File: src/rtl/dma_rd_engine.sv
// Host read engine: turns one read job into word requests, buffers in-order responses in a FIFO
// and serves them as a pop-on-rd_en stream. Optional perf counters under DMA_RD_PERF_EN.
module dma_rd_engine #(
   parameter int DATA_WIDTH = 32,
   parameter int ADDR_WIDTH = 32,
   parameter int SIZE_WIDTH = 16,
   parameter int FIFO_DEPTH = 16
) (
   input  logic                  clk,
   input  logic                  rst,
   input  logic                  rd_go,
   input  logic [ADDR_WIDTH-1:0] rd_addr,
   input  logic [SIZE_WIDTH-1:0] rd_size,
   output logic [DATA_WIDTH-1:0] rd_data,
   output logic                  empty,
   input  logic                  rd_en,
   output logic                  rd_done,
   output logic                  mem_req_valid,
   output logic [ADDR_WIDTH-1:0] mem_req_addr,
   input  logic                  mem_req_ready,
   input  logic                  mem_rsp_valid,
   input  logic [DATA_WIDTH-1:0] mem_rsp_data,
`ifdef DMA_RD_PERF_EN
   output logic [31:0]           perf_cycles,
   output logic [31:0]           perf_words,
`endif
   output logic [1:0]            state_dbg
);

   // Handshake: a request transfers on a cycle where mem_req_valid && mem_req_ready are both
   // high; valid never drops and the address never changes while waiting for ready.
   localparam int PW = $clog2(FIFO_DEPTH);
   localparam int CW = PW + 1;
   localparam int NW = SIZE_WIDTH + 1;
   localparam logic [CW:0] CREDIT_MAX = (CW+1)'(FIFO_DEPTH);

   typedef enum logic [1:0] {
      S_IDLE  = 2'd0,
      S_REQ   = 2'd1,
      S_DRAIN = 2'd2,
      S_DONE  = 2'd3
   } state_t;

   state_t                state_q, state_n;
   logic [ADDR_WIDTH-1:0] addr_q;
   logic [NW-1:0]         size_q, req_cnt, pop_cnt;
   logic [CW-1:0]         outstanding, fifo_count;
   logic [PW-1:0]         wr_ptr, rd_ptr;
   logic [DATA_WIDTH-1:0] fifo_mem [FIFO_DEPTH];
   logic                  go_acc, req_fire, push, pop, credit_ok, last_req, last_pop;

   assign go_acc   = rd_go && (state_q == S_IDLE || state_q == S_DONE);
   assign req_fire = mem_req_valid && mem_req_ready;
   // Responses with nothing outstanding are leftovers from before a reset and are dropped.
   assign push     = mem_rsp_valid && (outstanding != '0);
   assign pop      = rd_en && !empty;
   assign empty    = (fifo_count == '0);
   assign rd_data  = fifo_mem[rd_ptr];

   // Reserve FIFO space for every request in flight so a response always has room.
   assign credit_ok     = ({1'b0, outstanding} + {1'b0, fifo_count}) < CREDIT_MAX;
   assign last_req      = (req_cnt + NW'(1)) == size_q;
   assign last_pop      = (pop_cnt == size_q) || (pop && ((pop_cnt + NW'(1)) == size_q));
   assign mem_req_valid = (state_q == S_REQ) && credit_ok && (req_cnt < size_q);
   assign mem_req_addr  = addr_q + ADDR_WIDTH'(req_cnt);
   assign rd_done       = (state_q == S_DONE);
   assign state_dbg     = state_q;

   always_comb begin
      state_n = state_q;
      case (state_q)
         S_IDLE, S_DONE: begin
            if (rd_go) state_n = (rd_size == '0) ? S_DONE : S_REQ;
         end
         S_REQ: begin
            if (req_fire && last_req) state_n = S_DRAIN;
         end
         S_DRAIN: begin
            if (last_pop) state_n = S_DONE;
         end
         default: state_n = S_IDLE;
      endcase
   end

   always_ff @(posedge clk) begin
      if (rst) begin
         state_q     <= S_IDLE;
         addr_q      <= '0;
         size_q      <= '0;
         req_cnt     <= '0;
         pop_cnt     <= '0;
         outstanding <= '0;
         fifo_count  <= '0;
         wr_ptr      <= '0;
         rd_ptr      <= '0;
      end else begin
         state_q <= state_n;
         if (go_acc) begin
            addr_q  <= rd_addr;
            size_q  <= {1'b0, rd_size};
            req_cnt <= '0;
            pop_cnt <= '0;
         end else begin
            if (req_fire) req_cnt <= req_cnt + NW'(1);
            if (pop)      pop_cnt <= pop_cnt + NW'(1);
         end
         case ({req_fire, push})
            2'b10:   outstanding <= outstanding + CW'(1);
            2'b01:   outstanding <= outstanding - CW'(1);
            default: outstanding <= outstanding;
         endcase
         if (push) wr_ptr <= wr_ptr + PW'(1);
         if (pop)  rd_ptr <= rd_ptr + PW'(1);
         case ({push, pop})
            2'b10:   fifo_count <= fifo_count + CW'(1);
            2'b01:   fifo_count <= fifo_count - CW'(1);
            default: fifo_count <= fifo_count;
         endcase
      end
   end

   always_ff @(posedge clk) begin
      if (push) fifo_mem[wr_ptr] <= mem_rsp_data;
   end

`ifdef DMA_RD_PERF_EN
   always_ff @(posedge clk) begin
      if (rst || go_acc) begin
         perf_cycles <= '0;
         perf_words  <= '0;
      end else begin
         if ((state_q == S_REQ || state_q == S_DRAIN) && perf_cycles != '1)
            perf_cycles <= perf_cycles + 32'd1;
         if (pop && perf_words != '1)
            perf_words <= perf_words + 32'd1;
      end
   end
`endif

endmodule

File: config.mk
export PLATFORM = sky130hd
export DESIGN_NAME = dma_rd_engine
export DESIGN_NICKNAME = d
export VERILOG_FILES = /design/src/rtl/dma_rd_engine.sv
export SDC_FILE = /design/constraint.sdc
export NUM_CORES = 1
export LEC_CHECK = 0
export ABC_AREA = 1
export BUFFER_PORTS_ARGS = -buffer_cell sky130_fd_sc_hd__buf_2
export CAP_MARGIN = 10
export CELL_PAD_IN_SITES_DETAIL_PLACEMENT = 1
export CELL_PAD_IN_SITES_GLOBAL_PLACEMENT = 2
export CORE_ASPECT_RATIO = 0.9
export CORE_MARGIN = 2
export CORE_UTILIZATION = 43
export CTS_BUF_LIST = sky130_fd_sc_hd__clkbuf_8
export CTS_CLUSTER_DIAMETER = 150
export DETAILED_ROUTE_END_ITERATION = 8
export PLACE_DENSITY = 0.89
export SLEW_MARGIN = 0
export SYNTH_ARGS = -nofsm -noshare
export SYNTH_HDL_FRONTEND = slang
export SYNTH_SLANG_ARGS = --single-unit
File: constraint.sdc
create_clock -name clk -period 4.25 [get_ports clk]
set_input_delay 0.425 -clock clk [delete_from_list [all_inputs] [get_ports clk]]
set_output_delay 0.425 -clock clk [all_outputs]
set_load 0.02 [all_outputs]
# Word level (Yosys, flattened, before mapping)
# Memory sizes are Yosys's and may differ from the RTL's. A register that Yosys moved wholly into a read port is not among the register bits.
# Index checks and enable logic that the tools add are counted.
[totals]
ff_bits = 102
mem_bits_rw = 512
inputBits = 86
out_inout_bits = 69
word_cells = 66
n_memories = 1
[classes]
add_sub_neg = 10
n_lt_le_gt_ge = 2
n_eq_ne = 13
mux = 11
n_reduce_logical = 20
[memory_table]
columns = ["name", "depth", "word_bits", "rd", "rd_ports_with_merged_regs", "wr", "line", "source"]
rows = [
  ["fifo_mem", 16, 32, 1, 1, 1, "49", "logic [DATA_WIDTH-1:0] fifo_mem [FIFO_DEPTH];"],
]
[op_table]
columns = ["op", "n"]
rows = [
  ["$eq A17 B16 Y1", 3],
  ["$add A17 B1 Y17 const B", 2],
  ["$add A32 B17 Y32", 1],
  ["$pmux W5 S2", 2],
  ["$lt A17 B16 Y1", 1],
  ["$logic_not A16 Y1", 1],
  ["$add A5 B1 Y5 const B", 2],
  ["$sub A5 B1 Y5 const B", 2],
  ["$add A4 B1 Y4 const B", 2],
  ["$eq A2 B2 Y1 const B", 4],
  ["$logic_and A1 B1 Y1", 8],
  ["$mux W2", 4],
  ["$mux W4", 2],
  ["$add A5 B5 Y6", 1],
  ["$eq A2 B1 Y1 const B", 3],
  ["$lt A6 B5 Y1 const B", 1],
  ["$pmux W2 S3", 1],
  ["$logic_not A5 Y1", 1],
  ["$reduce_bool A5 Y1", 1],
  ["$ne A2 B2 Y1 const B", 2],
  ["$reduce_bool A2 Y1", 2],
  ["$reduce_or A2 Y1", 2],
  ["$reduce_and A3 Y1", 1],
  ["$logic_not A2 Y1", 1],
  ["4 further kinds", 6],
]

# Logic depth before layout (Yosys ltp)
[logic_depth]
word_depth = 8
ltp_mapped = 25
ltp_nobuf = 24

# Worst setup path before layout
# Ideal clock, no wire load.
[synth_timing]
kind = "register -> register"
startpoint = "register size_q[6]"
endpoint = "register outstanding[4]"
setup_ns = 0.120
arrival_ns = 2.886
required_time_ns = 4.130
path_slack_ns = 1.244
path_stages_with_launch = 24
path_buffers = 1
period_less_slack_ns = 3.006
cell_sequence = "dfxtp_1 -> inv_1 -> ha_1 -> a21oi_1 -> nor2_1 -> nor2_1 -> nand3_1 -> nand2_1 -> nand2_1 -> nor2_1 -> nand2_1 -> nor2_2 -> inv_1 -> buf_2 -> ha_1 -> ha_1 -> nand2_1 -> nand2_1 -> a31oi_1 -> inv_1 -> o21ai_0 -> a21oi_1 -> o21ai_0 -> a21oi_1"
[synth_via]
elab_chain_len = 5
[synth_lines]
columns = ["item", "line", "source"]
rows = [
  ["start: declaration", "46", "logic [NW-1:0] size_q, req_cnt, pop_cnt;"],
  ["start signal: assignment", "100", "size_q <= {1'b0, rd_size};"],
  ["$lt A17 B16 Y1 *", "64", "assign mem_req_valid = (state_q == S_REQ) && credit_ok && (req_cnt < size_q);"],
  ["$logic_and A1 B1 Y1 *", "64", ""],
  ["$logic_and A1 B1 Y1 *", "53", "assign req_fire = mem_req_valid && mem_req_ready;"],
  ["$eq A2 B1 Y1 or $eq A2 B2 Y1 (tied branches)", "107", "case ({req_fire, push})"],
  ["$pmux W5 S2 or $reduce_bool A2 Y1 (tied branches)", "--", ""],
  ["end signal: assignment", "108", "2'b10: outstanding <= outstanding + CW'(1);"],
  ["end signal: assignment", "109", "2'b01: outstanding <= outstanding - CW'(1);"],
  ["end signal: assignment", "110", "default: outstanding <= outstanding;"],
  ["end: declaration", "47", "logic [CW-1:0] outstanding, fifo_count;"],
]
# Mark *: on every way between the ends. The rest lies on a longest branch, timed or not.
# A chain may end at the register's enable or synchronous reset.

# Final worst setup path
[layout_timing]
startpoint = "register req_cnt[0]"
endpoint = "output mem_req_addr[18]"
[layout_via]
elab_chain_len = 1
[layout_lines]
columns = ["item", "line", "source"]
rows = [
  ["start: declaration", "46", ""],
  ["start signal: assignment", "104", "if (req_fire) req_cnt <= req_cnt + NW'(1);"],
  ["$add A32 B17 Y32", "65", "assign mem_req_addr = addr_q + ADDR_WIDTH'(req_cnt);"],
  ["end: declaration", "19", "output logic [ADDR_WIDTH-1:0] mem_req_addr,"],
]
# No other way between the ends.

==> metrics.md <==
| Metric | Value |
|---|---|
| Port bufs | 154 |
| Vias in the first global route | 21,100 |
| Max-cap violations | 0 |
| Drt drc | 0 |
| RSZ-0062 raised after global routing | false |
| Hold path start | rd_addr[6] |
| Wire per inst | 22.6 um |
| R2r worst-path depth | 20 |
| Psw | 6790 uW |
| Critical path required time | 3830 ps |
| Worst-skew pair later-pin latency | 720 ps |
| Dpl cell area | 0.0293 mm2 |
| Placer Congestion | 0.858 |
| Crit Reg-Reg Startpoint | size_q[15] |
| Hold Path Stages | 3 |
| Crit path cell chain | ha_1 -> inv_1 -> fa_1 -> o21ai_1 -> a21oi_2 -> o21ai_2 -> a21oi_1 -> o21ai_0 -> a21oi_1 -> xnor2_1 -> buf_2 |
| Row count | 87 |
| Leak Pwr | 0.0118 uW |
| Initial antenna violation count | 9 |
| CP peak stage delay | 460 ps |
| Util after Layout | 50.1% |
| Post-cts resize count | 0 |
| RR Endpoint | outstanding[4] |
| Cell internal pwr | 11,500 uW |
| Final WL | 81.1 mm |
| Core ar. | 0.0629 mm2 |
| Largest net degree at the start of global routing | 130 |
| Design Area, Final | 0.0315 mm2 |
| Root buf cell | clkbuf_8 |
| Post-CTS Hold Buffers | 28 |
| Synthesized area per cell | 11.2 um2 |
| Syn. warnings | 0 |
| Crit. End Element | output port |
| GRT overflow | 0 |
| Clock share of power | 27.3% |
| Die Y | 244 um |
| Worst-Margin Slew | 1050 ps |
| Initial Util | 43.7% |
| Pwr per Cell Area | 578 mW/mm2 |
| Final period util | 92.8% |
| Setup repair bufs after CTS | 0 |
| Final-stage net count | 2,804 |
| CP Launch Type | flop |
| Outcome | complete, no violations |
| Seq/Total Area, Yosys | 63.7% |
| Mapped Cells | 2,450 |
| Switching part of the total | 37.2% |
| Fin. Hold Viols | 0 |
| Setup violators final | 0 |
| Critical Path Fanout Max | 4 |
| Slowest CP cell | dfxtp_1 |
| Routed Antenna Nets | 0 |
| H-tree levels | 3 |
| Skew final | 21.7 ps |
| Syn Nets | 2,594 |
| Vias | 20,000 |
| Critical path arrival | 3520 ps |
| CTS Buf Count | 103 |
| Max-slew violations | 0 |
| P&R area growth vs syn | 14.8% |
| Layout cells sized above 1 | 13.6% |
| Reg2reg setup slack | 560 ps |
| Violation count after the first detailed-route iteration | 1,601 |
| CP Class | reg2out |
| Combinational share of power | 31.6% |
| Longest Clk Path Bufs | 3 |
| Drt first pass iters | 5 |
| Hold_ws | 46.5 ps |
| Seq cells post-synth | 618 |
| Synthesized cell area | 0.0275 mm2 |
| Relative slew slack | 29.6% |
| Die W | 270 um |
| CTS sink cnt | 618 |
| Flop pwr share | 41.1% |
| First-pass GRT wire length | 124 mm |
| Clock transition at path regs | 70 ps |
| Tmin final | 3950 ps |
| Hold path endpoint | addr_q[6] |
| F_max | 253 MHz |
| Yosys cell types | 45 |
| DR vias/cell | 5.57 |
| CP most frequent cell | a21oi_1 |
| Post-Place Cells | 3,372 |
| Peak supply drop | 0.000401 V |
| Die area | 0.0660 mm2 |
| Dpl hpwl | 49.2 mm |
| # IOs | 155 |
| CTS tree | built |
| Setup TNS Final | 0 ps |
| Min-delay worst type | in2reg |
| Global Route Usage Sum | 24.4% |
| Finished Layout Cells | 3,589 |
-- critical path: cells and delay by family, from the launching register on --
| kind | cells | cell delay [ps] |
|---|---|---|
| adder cells (fa/ha/maj) | 2 | 630 |
| buffers and inverters | 2 | 260 |
| AO/OA/AOI/OAI | 6 | 1270 |
| XOR/XNOR | 1 | 200 |
| flip-flops | 1 | 460 |
-- area by class of cell --
cell class / count / area (um2)
multi-input cells: 1453 / 8660
diodes: 2 / 5.00
flip-flops and latches: 618 / 17500
clock inverters: 84 / 500
fillers: 6792 / 31400
clock buffers: 103 / 1420
well taps: 845 / 1060
inverters: 265 / 997
repair buffers: 219 / 1390
-- cell usage after synthesis, drive strengths merged --
cell	count	area, um2
a21boi	1	11.3
fa	3	60.1
a211oi	4	30.0
nor3	11	55.1
nand2b	1	6.26
clkbuf	82	308
nor4	5	31.3
o22ai	4	25.0
a31o	1	8.76
nand3b	1	7.51
inv	263	987
nand4	20	125
xor2	26	228
or2	1	6.26
o211ai	129	968
a31oi	6	37.5
a21oi	225	1140
clkinv	2	7.51
o21bai	6	48.8
o21a	2	15.0
buf	32	144
a21o	1	7.51
o2111ai	1	8.76
xnor2	18	158
a41oi	1	8.76
edfxtp	512	15400
nand3	109	556
dfxtp	106	2120
mux2i	128	1280
nand2	259	997
o21ai	269	1350
ha	55	688
nor2	166	678
-- how the worst max path moves through the flow --
stage,cells past startpoint,from,to
finish,11,req_cnt[0],mem_req_addr[18]
global route,13,req_cnt[0],mem_req_addr[30]
CTS,11,req_cnt[0],mem_req_addr[18]
detailed placement,20,size_q[15],outstanding[4]
global placement,22,size_q[10],outstanding[4]
floorplan,23,size_q[6],outstanding[4]
-- per-stage QoR --
step	worst slack, ps	power (uW)
global placement	793	13100
global route	94.8	19200
finish	305	18200
detailed placement	594	13300
CTS	273	18300
floorplan	1240	11300
-- metal layers --
layer	vias to the layer above	global-route usage, %	routed length (um)
met4	10	8.21	2170
met1	10100	32.9	35600
li1	9192	-	-
met2	528	39.9	38800
met3	164	4.48	4470
met5	-	0	56
-- power by group through the flow --
| stage | clock network [uW] | logic, uW | registers, uW |
|---|---|---|---|
| 3_5_place_dp | 0 | 5720 | 7620 |
| 4_1_cts | 5080 | 5770 | 7490 |
| 2_1_floorplan | 0 | 3890 | 7460 |
| 3_3_place_gp | 0 | 5490 | 7580 |
| 6_report | 4980 | 5760 | 7500 |
| 5_1_grt | 5330 | 6350 | 7560 |
-- sequential cells by signal, indices dropped and copies added, names as in the netlist, named ones only --
register,cells
size_q,16
wr_ptr,4
fifo_count,5
rd_ptr,4
req_cnt,17
pop_cnt,17
addr_q,32
outstanding,5
state_dbg,2
fifo_mem,512
-- cell families (layout without fill, tap and decap cells) --
group / after synthesis / count (layout) / share of synthesized area (%)
compound gates: 650 / 650 / 13.3
simple gates: 573 / 573 / 8.96
mux: 128 / 128 / 4.66
other cells: 0 / 2 / 0
fa+ha+maj: 58 / 58 / 2.72
flops: 618 / 618 / 63.7
xor+xnor: 44 / 44 / 1.40
buf+inv: 379 / 671 / 5.26
-- layout by cell type (no fill, tap or decap), types with 3 or more instances in the layout --
master | Yosys | layout
ha_1 | 55 | 55
nand4_1 | 20 | 20
o211ai_1 | 129 | 129
dfxtp_1 | 106 | 102
mux2i_1 | 128 | 128
nor2_1 | 154 | 138
a211oi_1 | 4 | 4
nand3_1 | 107 | 107
clkinv_8 | 0 | 3
xor2_1 | 26 | 26
nor2_4 | 5 | 21
o21ai_0 | 265 | 265
o21bai_1 | 5 | 5
xnor2_1 | 18 | 18
clkinv_2 | 0 | 14
nand2_2 | 7 | 8
a31oi_1 | 6 | 6
buf_2 | 19 | 154
dlygate4sd3_1 | 0 | 28
edfxtp_1 | 512 | 512
nor4_1 | 5 | 5
dfxtp_4 | 0 | 3
bufinv_16 | 0 | 4
o21ai_1 | 3 | 3
buf_4 | 0 | 32
nor2_2 | 7 | 7
clkbuf_8 | 0 | 103
inv_1 | 261 | 289
a21oi_1 | 222 | 222
o22ai_1 | 4 | 4
nor3_1 | 11 | 11
nand2_1 | 251 | 250
buf_12 | 0 | 5
fa_1 | 3 | 3
clkinv_1 | 2 | 32
Power figures use the tool's default switching activity.
